===== src/rtl/video_pattern_gen.sv =====
// rtl/video_pattern_gen.sv - test-pattern source behind video_timer: bars, grid, gradient, bouncing box
module video_pattern_gen #(
    parameter int H_ACTIVE = 1280,
    parameter int V_ACTIVE = 720,
    parameter int BOX_SIZE = 64,
    parameter int STEP     = 4
) (
    input  logic        clk_pix,
    input  logic        rst_n,
    input  logic [10:0] counterX,
    input  logic [9:0]  counterY,
    input  logic        de_in,
    input  logic        hsync_in,
    input  logic        vsync_in,
    input  logic [1:0]  mode,
    output logic [7:0]  r,
    output logic [7:0]  g,
    output logic [7:0]  b,
    output logic        de_out,
    output logic        hsync_out,
    output logic        vsync_out,
    output logic [7:0]  frame_cnt
);

    localparam logic [10:0] BOX_X_MAX = 11'(H_ACTIVE - BOX_SIZE);
    localparam logic [9:0]  BOX_Y_MAX = 10'(V_ACTIVE - BOX_SIZE);
    localparam logic [10:0] X_LAST    = 11'(H_ACTIVE - 1);
    localparam logic [9:0]  Y_LAST    = 10'(V_ACTIVE - 1);
    localparam int          BAR_W     = H_ACTIVE / 8;

    logic [1:0]  r_mode_act;
    logic [10:0] r_box_x;
    logic [9:0]  r_box_y;
    logic        r_dx_neg;
    logic        r_dy_neg;
    logic        r_vs_prev;

    logic [10:0] r_x;
    logic [9:0]  r_y;
    logic        r_de1;
    logic        r_hs1;
    logic        r_vs1;
    logic [2:0]  r_bar;
    logic        r_grid;
    logic        r_box;

    logic        w_frame_ev;
    logic [2:0]  w_bar;
    logic        w_grid;
    logic        w_box_hit;
    logic [11:0] w_x_end;
    logic [10:0] w_y_end;
    logic [11:0] w_x_step;
    logic [10:0] w_y_step;
    logic [23:0] w_rgb;

    assign w_frame_ev = vsync_in & ~r_vs_prev;
    assign w_x_end    = {1'b0, r_box_x} + 12'(BOX_SIZE);
    assign w_y_end    = {1'b0, r_box_y} + 11'(BOX_SIZE);
    assign w_x_step   = {1'b0, r_box_x} + 12'(STEP);
    assign w_y_step   = {1'b0, r_box_y} + 11'(STEP);

    // Bar index by comparator ladder; the lowest matching threshold wins.
    always_comb begin
        w_bar = 3'd7;
        for (int i = 6; i >= 0; i--) begin
            if (int'(counterX) < (i + 1) * BAR_W) begin
                w_bar = 3'(i);
            end
        end
    end

    assign w_grid = (counterX[4:0] == 5'd0) || (counterY[4:0] == 5'd0) ||
                    (counterX == X_LAST) || (counterY == Y_LAST);

    assign w_box_hit = (counterX >= r_box_x) && ({1'b0, counterX} < w_x_end) &&
                       (counterY >= r_box_y) && ({1'b0, counterY} < w_y_end);

    // Frame state only moves on the vsync rising edge, which lies in blanking.
    always_ff @(posedge clk_pix) begin
        if (!rst_n) begin
            r_mode_act <= 2'd0;
            frame_cnt  <= 8'd0;
            r_box_x    <= 11'd0;
            r_box_y    <= 10'd0;
            r_dx_neg   <= 1'b0;
            r_dy_neg   <= 1'b0;
            r_vs_prev  <= 1'b0;
        end else begin
            r_vs_prev <= vsync_in;
            if (w_frame_ev) begin
                r_mode_act <= mode;
                frame_cnt  <= frame_cnt + 8'd1;

                if (!r_dx_neg && (w_x_step > {1'b0, BOX_X_MAX})) begin
                    r_box_x  <= BOX_X_MAX;
                    r_dx_neg <= 1'b1;
                end else if (r_dx_neg && (r_box_x < 11'(STEP))) begin
                    r_box_x  <= 11'd0;
                    r_dx_neg <= 1'b0;
                end else if (r_dx_neg) begin
                    r_box_x <= r_box_x - 11'(STEP);
                end else begin
                    r_box_x <= w_x_step[10:0];
                end

                if (!r_dy_neg && (w_y_step > {1'b0, BOX_Y_MAX})) begin
                    r_box_y  <= BOX_Y_MAX;
                    r_dy_neg <= 1'b1;
                end else if (r_dy_neg && (r_box_y < 10'(STEP))) begin
                    r_box_y  <= 10'd0;
                    r_dy_neg <= 1'b0;
                end else if (r_dy_neg) begin
                    r_box_y <= r_box_y - 10'(STEP);
                end else begin
                    r_box_y <= w_y_step[9:0];
                end
            end
        end
    end

    always_ff @(posedge clk_pix) begin
        if (!rst_n) begin
            r_x    <= 11'd0;
            r_y    <= 10'd0;
            r_de1  <= 1'b0;
            r_hs1  <= 1'b0;
            r_vs1  <= 1'b0;
            r_bar  <= 3'd0;
            r_grid <= 1'b0;
            r_box  <= 1'b0;
        end else begin
            r_x    <= counterX;
            r_y    <= counterY;
            r_de1  <= de_in;
            r_hs1  <= hsync_in;
            r_vs1  <= vsync_in;
            r_bar  <= w_bar;
            r_grid <= w_grid;
            r_box  <= w_box_hit;
        end
    end

    // Bar colours: red off for bars with bit1 set, green off for bit2, blue off for bit0.
    always_comb begin
        w_rgb = 24'h000000;
        case (r_mode_act)
            2'd0: w_rgb = {{8{~r_bar[1]}}, {8{~r_bar[2]}}, {8{~r_bar[0]}}};
            2'd1: w_rgb = r_grid ? 24'hFFFFFF : 24'h000000;
            2'd2: w_rgb = {r_x[10:3], r_y[9:2], frame_cnt};
            default: w_rgb = r_box ? 24'hFFFFFF : 24'h000040;
        endcase
    end

    always_ff @(posedge clk_pix) begin
        if (!rst_n) begin
            r         <= 8'd0;
            g         <= 8'd0;
            b         <= 8'd0;
            de_out    <= 1'b0;
            hsync_out <= 1'b0;
            vsync_out <= 1'b0;
        end else begin
            {r, g, b} <= r_de1 ? w_rgb : 24'h000000;
            de_out    <= r_de1;
            hsync_out <= r_hs1;
            vsync_out <= r_vs1;
        end
    end

endmodule


===== config.mk =====
export PLATFORM = sky130hd
export DESIGN_NAME = video_pattern_gen
export DESIGN_NICKNAME = d
export VERILOG_FILES = /design/src/rtl/video_pattern_gen.sv
export SDC_FILE = /design/constraint.sdc
export NUM_CORES = 1
export LEC_CHECK = 0
export CORE_MARGIN = 3
export CORE_UTILIZATION = 57
export DETAILED_ROUTE_END_ITERATION = 8
export GPL_TIMING_DRIVEN = 0
export PLACE_DENSITY = 0.83
export SLEW_MARGIN = 20
export SYNTH_ARGS = -nofsm -noshare
export SYNTH_HDL_FRONTEND = slang
export SYNTH_SLANG_ARGS = --single-unit

===== constraint.sdc =====
create_clock -name clk_pix -period 4.5 [get_ports clk_pix]
set_clock_uncertainty 0.1 [all_clocks]
set_input_delay 1.125 -clock clk_pix [delete_from_list [all_inputs] [get_ports clk_pix]]
set_output_delay 1.125 -clock clk_pix [all_outputs]
set_load 0.02 [all_outputs]

==> results.md, run 1 <==
- Vias: 4039
- Count leader, synth: dfxtp_1
- Starting Density: 59.4%
- First-pass GRT wire length: 18200 um
- Synthesis-to-layout area growth: 22.3%
- Post_cts resized: 0
- Final min period: 2.94 ns
- Chip height: 93.2 um
- M2 GR Usage: 46.3%
- #FFs+latches synth: 80
- Nets@finish: 658
- WHS: 0.353 ns
- CTS max path bufs: 2
- Die Wd: 93.2 um
- YS warnings: 0
- Die Area: 8680 um2
- PwrDens: 292 nW/um2
- Fmax: 340 MHz
- Slowest stage cell, crit path: clkdlybuf4s50_1
- Post-synthesis adder-cell area fraction: 10.6%
- Post-CTS setup buffer count: 0
- Final WS setup: 1.56 ns
- Grt met3 use: 4.42%
- Port Buffers: 62
- Clock-pin slew on the worst setup and hold paths: 0.08 ns
- DRC: 0
- GPL Wtd Cong: 0.894
- Post-route ant nets: 0
- Vias per cell: 5.79
- Main combinational cell family by area after synthesis: simple AND/OR/NAND/NOR gates
- Combinational power share: 13.6%
- Placement-stage worst setup slack: 1.18 ns
- Share of cells above drive strength 1: 5.01%
- Worst Path Buf+Inv: 1
- Worst Hold Class: flip-flop to flip-flop
- Grt met1 use: 32.2%
- Final Max Slew Viols: 0
- Post-synthesis simple-gate area fraction: 23.5%
- H-tree depth: 3
- Insertion delay to the later sink of the worst-skew pair: 0.35 ns
- Worst setup path class: primary input to flip-flop
- Final core occ: 72.6%
- Cells after synthesis: 521
- Pin count of the biggest net entering global routing: 15
- Placeable Area: 7290 um2
- Switching power: 0.404 mW
- Leakage: 1.98 nW
- Fraction of the yosys area taken by sequential cells: 37.0%
- Worst-path maximum fanout: 4
- Pint: 1.14 mW
- CTS root buf: clkbuf_8
- Synth top cells by count: 80 x dfxtp_1, 51 x nor2_1, 49 x a21oi_1, 45 x nand2_1, 36 x ha_1
- Cell mode on critical path: a211oi_1
- Max cap viols: 0
- Post-synth cell types: 57
- Layer with the highest usage: met2
- Maximum VDD drop: 0.167 mV
- Initial antenna violation count: 0
- Vias in the first global route: 3823
- Ys flop type: dfxtp_1
- Synthesized net count: 585
- Post-synthesis xor/xnor area fraction: 3.44%
- Clock power frac: 38.1%
- Per-cell routed wire length: 15.8 um
- Netlist Area Pre-Place: 4330 um2
- Register share of total power: 48.3%
- Worst slew pin tran: 0.623 ns
- Critical Path Source Type: primary input
- Final period utilization: 65.4%
- Post-synthesis compound-gate area fraction: 18.2%
- Endpoint class of the critical path: flip-flop
- Worst endpoint data arrival time: 3.10 ns
- Gr usage total: 26.1%
- CTS Buf Count: 9
- Final setup vio count: 0
- Worst-path cell chain: clkdlybuf4s50_1 -> ha_1 -> o21ai_0 -> a211oi_1 -> nand4_1 -> a211oi_1 -> o21ai_0 -> a211oi_1
- Initial DRT Pass Iterations: 5
- Hold Buf Count CTS: 0
- DRT iter0 DRCs: 204
- Data required, critical path: 4.66 ns
- RSZ-0062 raised after global routing: no
- R2R cell count: 9
- Synth area leader: dfxtp_1
- Row cnt: 31
- Hold Path Depth: 1
- CTS tree: built
- Ports: 63
- Max_slew headroom: 58.5%
- Switch share: 26.2%
- Final Hold Vio Count: 0
- Grt ovf: 0
- Tot Pwr: 1.54 mW
- Syn Area/Cell: 8.31 um2
- Synth async-reset ratio: 0%
- DPL Wire Length: 8110 um
- WP depth: 8
- WL final: 11000 um
- Inserted Diodes: 0
- EDFF count, synth: 0
- Multiplexer share of the synthesized area: 1.62%
- Fillers: 595
- CTS Sinks: 80
- Yosys top cell area share: 37.0%
- CP top delay family: compound AO/OA/AOI/OAI gates
- Setup TNS: 0 ns
- Area contributors post-synth: dfxtp_1 37%, ha_1 10%, a21oi_1 5.7%, nor2_1 4.4%, nand2_1 3.9%
- Slowest stage delay, CP: 0.49 ns
- Status: finished, final reports clean
-- path summary, 6_finish.rpt --
path	start	end	slack, ns
max reg2reg	r_box_x[7]	r_box	2.15
max	counterY[2]	r_box	1.56
min reg2reg	r_hs1	hsync_out	0.35
min	r_hs1	hsync_out	0.35
-- routing by layer --
metal | up-vias | share of wire, %
met2 | 134 | 51
met3 | 18 | 5.4
met4 | 0 | 1.7
li1 | 1985 | -
met1 | 1902 | 42
met5 | - | 0
-- registers in the layout, indices dropped and copies added, names as in the netlist, 2 cells and up --
name	flops
r_y	8
r_box_x	9
r_bar	3
r_x	8
r_box_y	8
b	8
g	8
r	8
r_mode_act	2
frame_cnt	8
-- cells by family (layout without fill, tap and decap cells) --
group | Yosys count | after routing
AND/OR/NAND/NOR | 196 | 196
AO/OA/AOI/OAI | 124 | 124
flip-flops | 80 | 80
buffers and inverters | 60 | 138
adder cells (fa/ha/maj) | 37 | 37
XOR/XNOR | 17 | 17
multiplexers | 7 | 7
-- cell usage in the layout (no fill, tap or decap), types with 2 or more instances in the layout --
cell / synthesis / layout
a21o_1: 6 / 6
ha_1: 36 / 36
a31oi_1: 6 / 6
nor4_1: 4 / 4
dfxtp_1: 80 / 80
and4_1: 3 / 3
and2_1: 19 / 19
a221oi_1: 2 / 2
nor3b_1: 4 / 4
o21ai_0: 21 / 21
o211ai_1: 4 / 4
o21a_1: 3 / 3
clkbuf_1: 23 / 24
clkbuf_8: 0 / 9
clkdlybuf4s50_1: 0 / 62
bufinv_16: 0 / 2
inv_1: 28 / 28
o32ai_1: 2 / 2
xor2_1: 6 / 6
nand2_1: 45 / 45
and3_1: 2 / 2
a211oi_1: 8 / 8
nor2b_1: 4 / 4
o221a_2: 2 / 2
o22ai_1: 2 / 2
a41oi_1: 4 / 4
or3_1: 3 / 3
buf_2: 6 / 6
nand4_1: 15 / 15
nor2_1: 51 / 51
mux2i_1: 7 / 7
a21oi_1: 49 / 49
nor4b_1: 3 / 3
nand3_1: 14 / 14
xnor2_1: 11 / 11
nand2b_1: 13 / 13
o31a_1: 4 / 4
nor3_1: 9 / 9
clkinvlp_4: 0 / 2
-- cell type report --
type | instances | area (um2) | share of cell area (%)
Tap cell | 99 | 124 | 2.34
Clock buffer | 10 | 128 | 2.41
Multi-Input combinational cell | 381 | 2480 | 46.9
Timing Repair Buffer | 62 | 621 | 11.7
Inverter | 29 | 109 | 2.06
Sequential cell | 80 | 1600 | 30.3
Buffer | 31 | 135 | 2.55
Clock inverter | 6 | 92.6 | 1.75
-- through the flow --
stage	cell area, um2	instances
floorplan	4330	521
global placement	5070	682
detailed placement	5070	682
CTS	5290	698
global route	5290	698
finish	5290	698
-- power groups by stage --
stage	Sequential (mW)	Combinational (mW)	Clock, mW
detailed placement	0.763	0.207	0
CTS	0.746	0.209	0.596
global route	0.750	0.232	0.623
floorplan	0.775	0.104	0
finish	0.746	0.210	0.588
global placement	0.761	0.198	0
-- worst register-to-register path: cells and delay by family (launching register included) --
kind	cells	cell delay, ns
adder cells (fa/ha/maj)	2	0.55
flip-flops	1	0.48
AO/OA/AOI/OAI	6	0.98
XOR/XNOR	1	0.15
Note: power is estimated with default switching activity, not from simulation.
==> inputs of run 2 (changes only) <==
--- a/config.mk
+++ b/config.mk
@@ -6,10 +6,10 @@
 export NUM_CORES = 1
 export LEC_CHECK = 0
 export CORE_MARGIN = 3
-export CORE_UTILIZATION = 57
+export CORE_UTILIZATION = 49
 export DETAILED_ROUTE_END_ITERATION = 8
 export GPL_TIMING_DRIVEN = 0
-export PLACE_DENSITY = 0.83
+export PLACE_DENSITY = 0.76
 export SLEW_MARGIN = 20
 export SYNTH_ARGS = -nofsm -noshare
 export SYNTH_HDL_FRONTEND = slang
==> constraint.sdc (replaced) <==
create_clock -name clk_pix -period 2.65 [get_ports clk_pix]
set_clock_uncertainty 0.1 [all_clocks]
set_input_delay 0.6625 -clock clk_pix [delete_from_list [all_inputs] [get_ports clk_pix]]
set_output_delay 0.6625 -clock clk_pix [all_outputs]
set_load 0.02 [all_outputs]
==> results.md, run 2 (synthesis results as in run 1) <==
- Status: finished, final reports clean (unchanged)
- First-pass GRT wire length: 18000 um (was 18200 um)
- Ports: 63 (unchanged)
- Data required, critical path: 2.81 ns (was 4.66 ns)
- Share of cells above drive strength 1: 5.01% (unchanged)
- CTS root buf: clkbuf_8 (unchanged)
- DRT iter0 DRCs: 183 (was 204)
- Synthesis-to-layout area growth: 22.5% (was 22.3%)
- Fillers: 712 (was 595)
- Maximum VDD drop: 0.241 mV (was 0.167 mV)
- Worst slew pin tran: 0.616 ns (was 0.623 ns)
- Port Buffers: 62 (unchanged)
- Critical path origin: counterY[2] (unchanged)
- PwrDens: 495 nW/um2 (was 292 nW/um2)
- Vias: 3999 (was 4039)
- Leakage: 1.98 nW (unchanged)
- Worst setup path class: primary input to flip-flop (unchanged)
- Switching power: 0.690 mW (was 0.404 mW)
- Final Hold Vio Count: 0 (unchanged)
- H-tree depth: 3 (unchanged)
- Insertion delay to the later sink of the worst-skew pair: 0.36 ns (was 0.35 ns)
- Clock-pin slew on the worst setup and hold paths: 0.08 ns (about the same)
- Starting Density: 51.6% (was 59.4%)
- Register share of total power: 48.2% (was 48.3%)
- Die Area: 10000 um2 (was 8680 um2)
- Worst endpoint data arrival time: 2.65 ns (was 3.10 ns)
- CTS max path bufs: 2 (unchanged)
- Per-cell routed wire length: 15.5 um (was 15.8 um)
- Final setup vio count: 0 (unchanged)
- Grt ovf: 0 (unchanged)
- Switch share: 26.3% (was 26.2%)
- Final core occ: 63.2% (was 72.6%)
- Max FFs per register: 9 (unchanged)
- Post-route ant nets: 0 (unchanged)
- Hold Path Origin: r_x[7] (was r_hs1)
- Post-CTS setup buffer count: 0 (unchanged)
- CTS tree: built (unchanged)
- Nets@finish: 658 (unchanged)
- Chip height: 100 um (was 93.2 um)
- Initial antenna violation count: 0 (unchanged)
- Reg-to-Reg Start: r_box_y[4] (was r_box_x[7])
- Inserted Diodes: 0 (unchanged)
- Pin count of the biggest net entering global routing: 15 (unchanged)
- Final period utilization: 94.0%
- DRC: 0 (unchanged)
- Worst Hold Class: flip-flop to flip-flop (unchanged)
- Tot Pwr: 2.63 mW (was 1.54 mW)
- Die Wd: 100 um (was 93.2 um)
- CTS Buf Count: 9 (unchanged)
- Max cap viols: 0 (unchanged)
- Critical Path Source Type: primary input (unchanged)
- Combinational power share: 13.4% (was 13.6%)
- Placeable Area: 8380 um2 (was 7290 um2)
- Vias per cell: 5.68 (was 5.79)
- WL final: 10900 um (was 11000 um)
- Largest register by flop count: r_box_x (unchanged)
- DPL Wire Length: 8180 um (was 8110 um)
- Final Max Slew Viols: 0 (unchanged)
- Initial DRT Pass Iterations: 8 (was 5)
- Non-filler cells, final: 704 (was 698)
- Gr usage total: 22.1% (was 26.1%)
- Worst-path maximum fanout: 4 (unchanged)
- Fmax: 401 MHz
- CTS Sinks: 80 (unchanged)
- Hold Buf Count CTS: 0 (unchanged)
- Commonest non-fill, non-tap cell in the layout: dfxtp_1 (unchanged)
- Max_slew headroom: 58.9% (was 58.5%)
- Most frequent cells in the layout: 80 x dfxtp_1, 62 x clkdlybuf4s50_1, 51 x nor2_1 (unchanged)
- RSZ-0062 raised after global routing: no (unchanged)
- Endpoint class of the critical path: flip-flop (unchanged)
- GPL Wtd Cong: 0.934 (was 0.894)
- Row cnt: 33 (was 31)
- Inst Count DP: 688 (was 682)
- Post_cts resized: 0 (unchanged)
- Vias in the first global route: 3832 (was 3823)
- Pint: 1.94 mW (was 1.14 mW)
- Final min period: 2.49 ns
- Clock power frac: 38.4% (was 38.1%)
[run 2: cell counts in the layout (fill, tap and decap cells not counted)]
Identical to the previous run, type by type.
[run 2: worst paths after layout]
check	to	slack (ns)	cells after the start
max	r_box	0.16	8
min	r[4]	0.35	2
max reg2reg	r_box	0.21	9
min reg2reg	r[4]	0.35	2
[run 2: area by class of cell]
type	count	area (um2)	share of cell area (%)
flip-flops and latches	80	1600	30.2
inverters	29	109	2.05
plain buffers	31	135	2.55
clock inverters	6	92.6	1.75
well taps	105	131	2.48
multi-input cells	381	2480	46.8
clock buffers	10	128	2.41
repair buffers	62	621	11.7
[run 2: through the flow]
| step | cell area [um2] | setup TNS, ns | setup slack [ns] | hold slack [ns] |
|---|---|---|---|---|
| 6_report | 5300 | 0 | 0.158 | 0.348 |
| 4_1_cts | 5300 | 0 | 0.171 | 0.345 |
| 3_5_place_dp | 5080 | -0.228 | -0.211 | 0.328 |
| 2_1_floorplan | 4330 | 0 | 0.610 | 0.312 |
| 5_1_grt | 5300 | 0 | 0.0440 | 0.364 |
| 3_3_place_gp | 5080 | -0.230 | -0.218 | 0.315 |
[run 2: power by group through the flow]
stage / Sequential, mW / Clock (mW) / Combinational [mW]
6_report: 1.27 / 1.01 / 0.352
5_1_grt: 1.27 / 1.07 / 0.390
4_1_cts: 1.27 / 1.03 / 0.351
3_5_place_dp: 1.30 / 0 / 0.348
3_3_place_gp: 1.29 / 0 / 0.340
2_1_floorplan: 1.32 / 0 / 0.176
[run 2: metal layers]
layer	up-vias	global-route usage, %	share of wire (%)
met1	1863	27.8	45
met2	141	38.5	49
li1	1986	-	-
met3	9	4.86	5.6
met5	-	0	0
met4	0	5.60	0.83
[run 2: critical path, stage by stage]
cell             delay (ns)
clkdlybuf4s50_1        0.48
ha_1                   0.31
o21ai_0                0.07
a211oi_1               0.32
nand4_1                0.14
a211oi_1               0.28
o21ai_0                0.13
a211oi_1               0.25
==> inputs of run 3 (changes only) <==
--- a/config.mk
+++ b/config.mk
@@ -5,6 +5,7 @@
 export SDC_FILE = /design/constraint.sdc
 export NUM_CORES = 1
 export LEC_CHECK = 0
+export CAP_MARGIN = 20
 export CORE_MARGIN = 3
 export CORE_UTILIZATION = 49
 export DETAILED_ROUTE_END_ITERATION = 8
==> results of run 3 <==
Same layout as run 2: the final DEF is identical, and so are final timing and power.
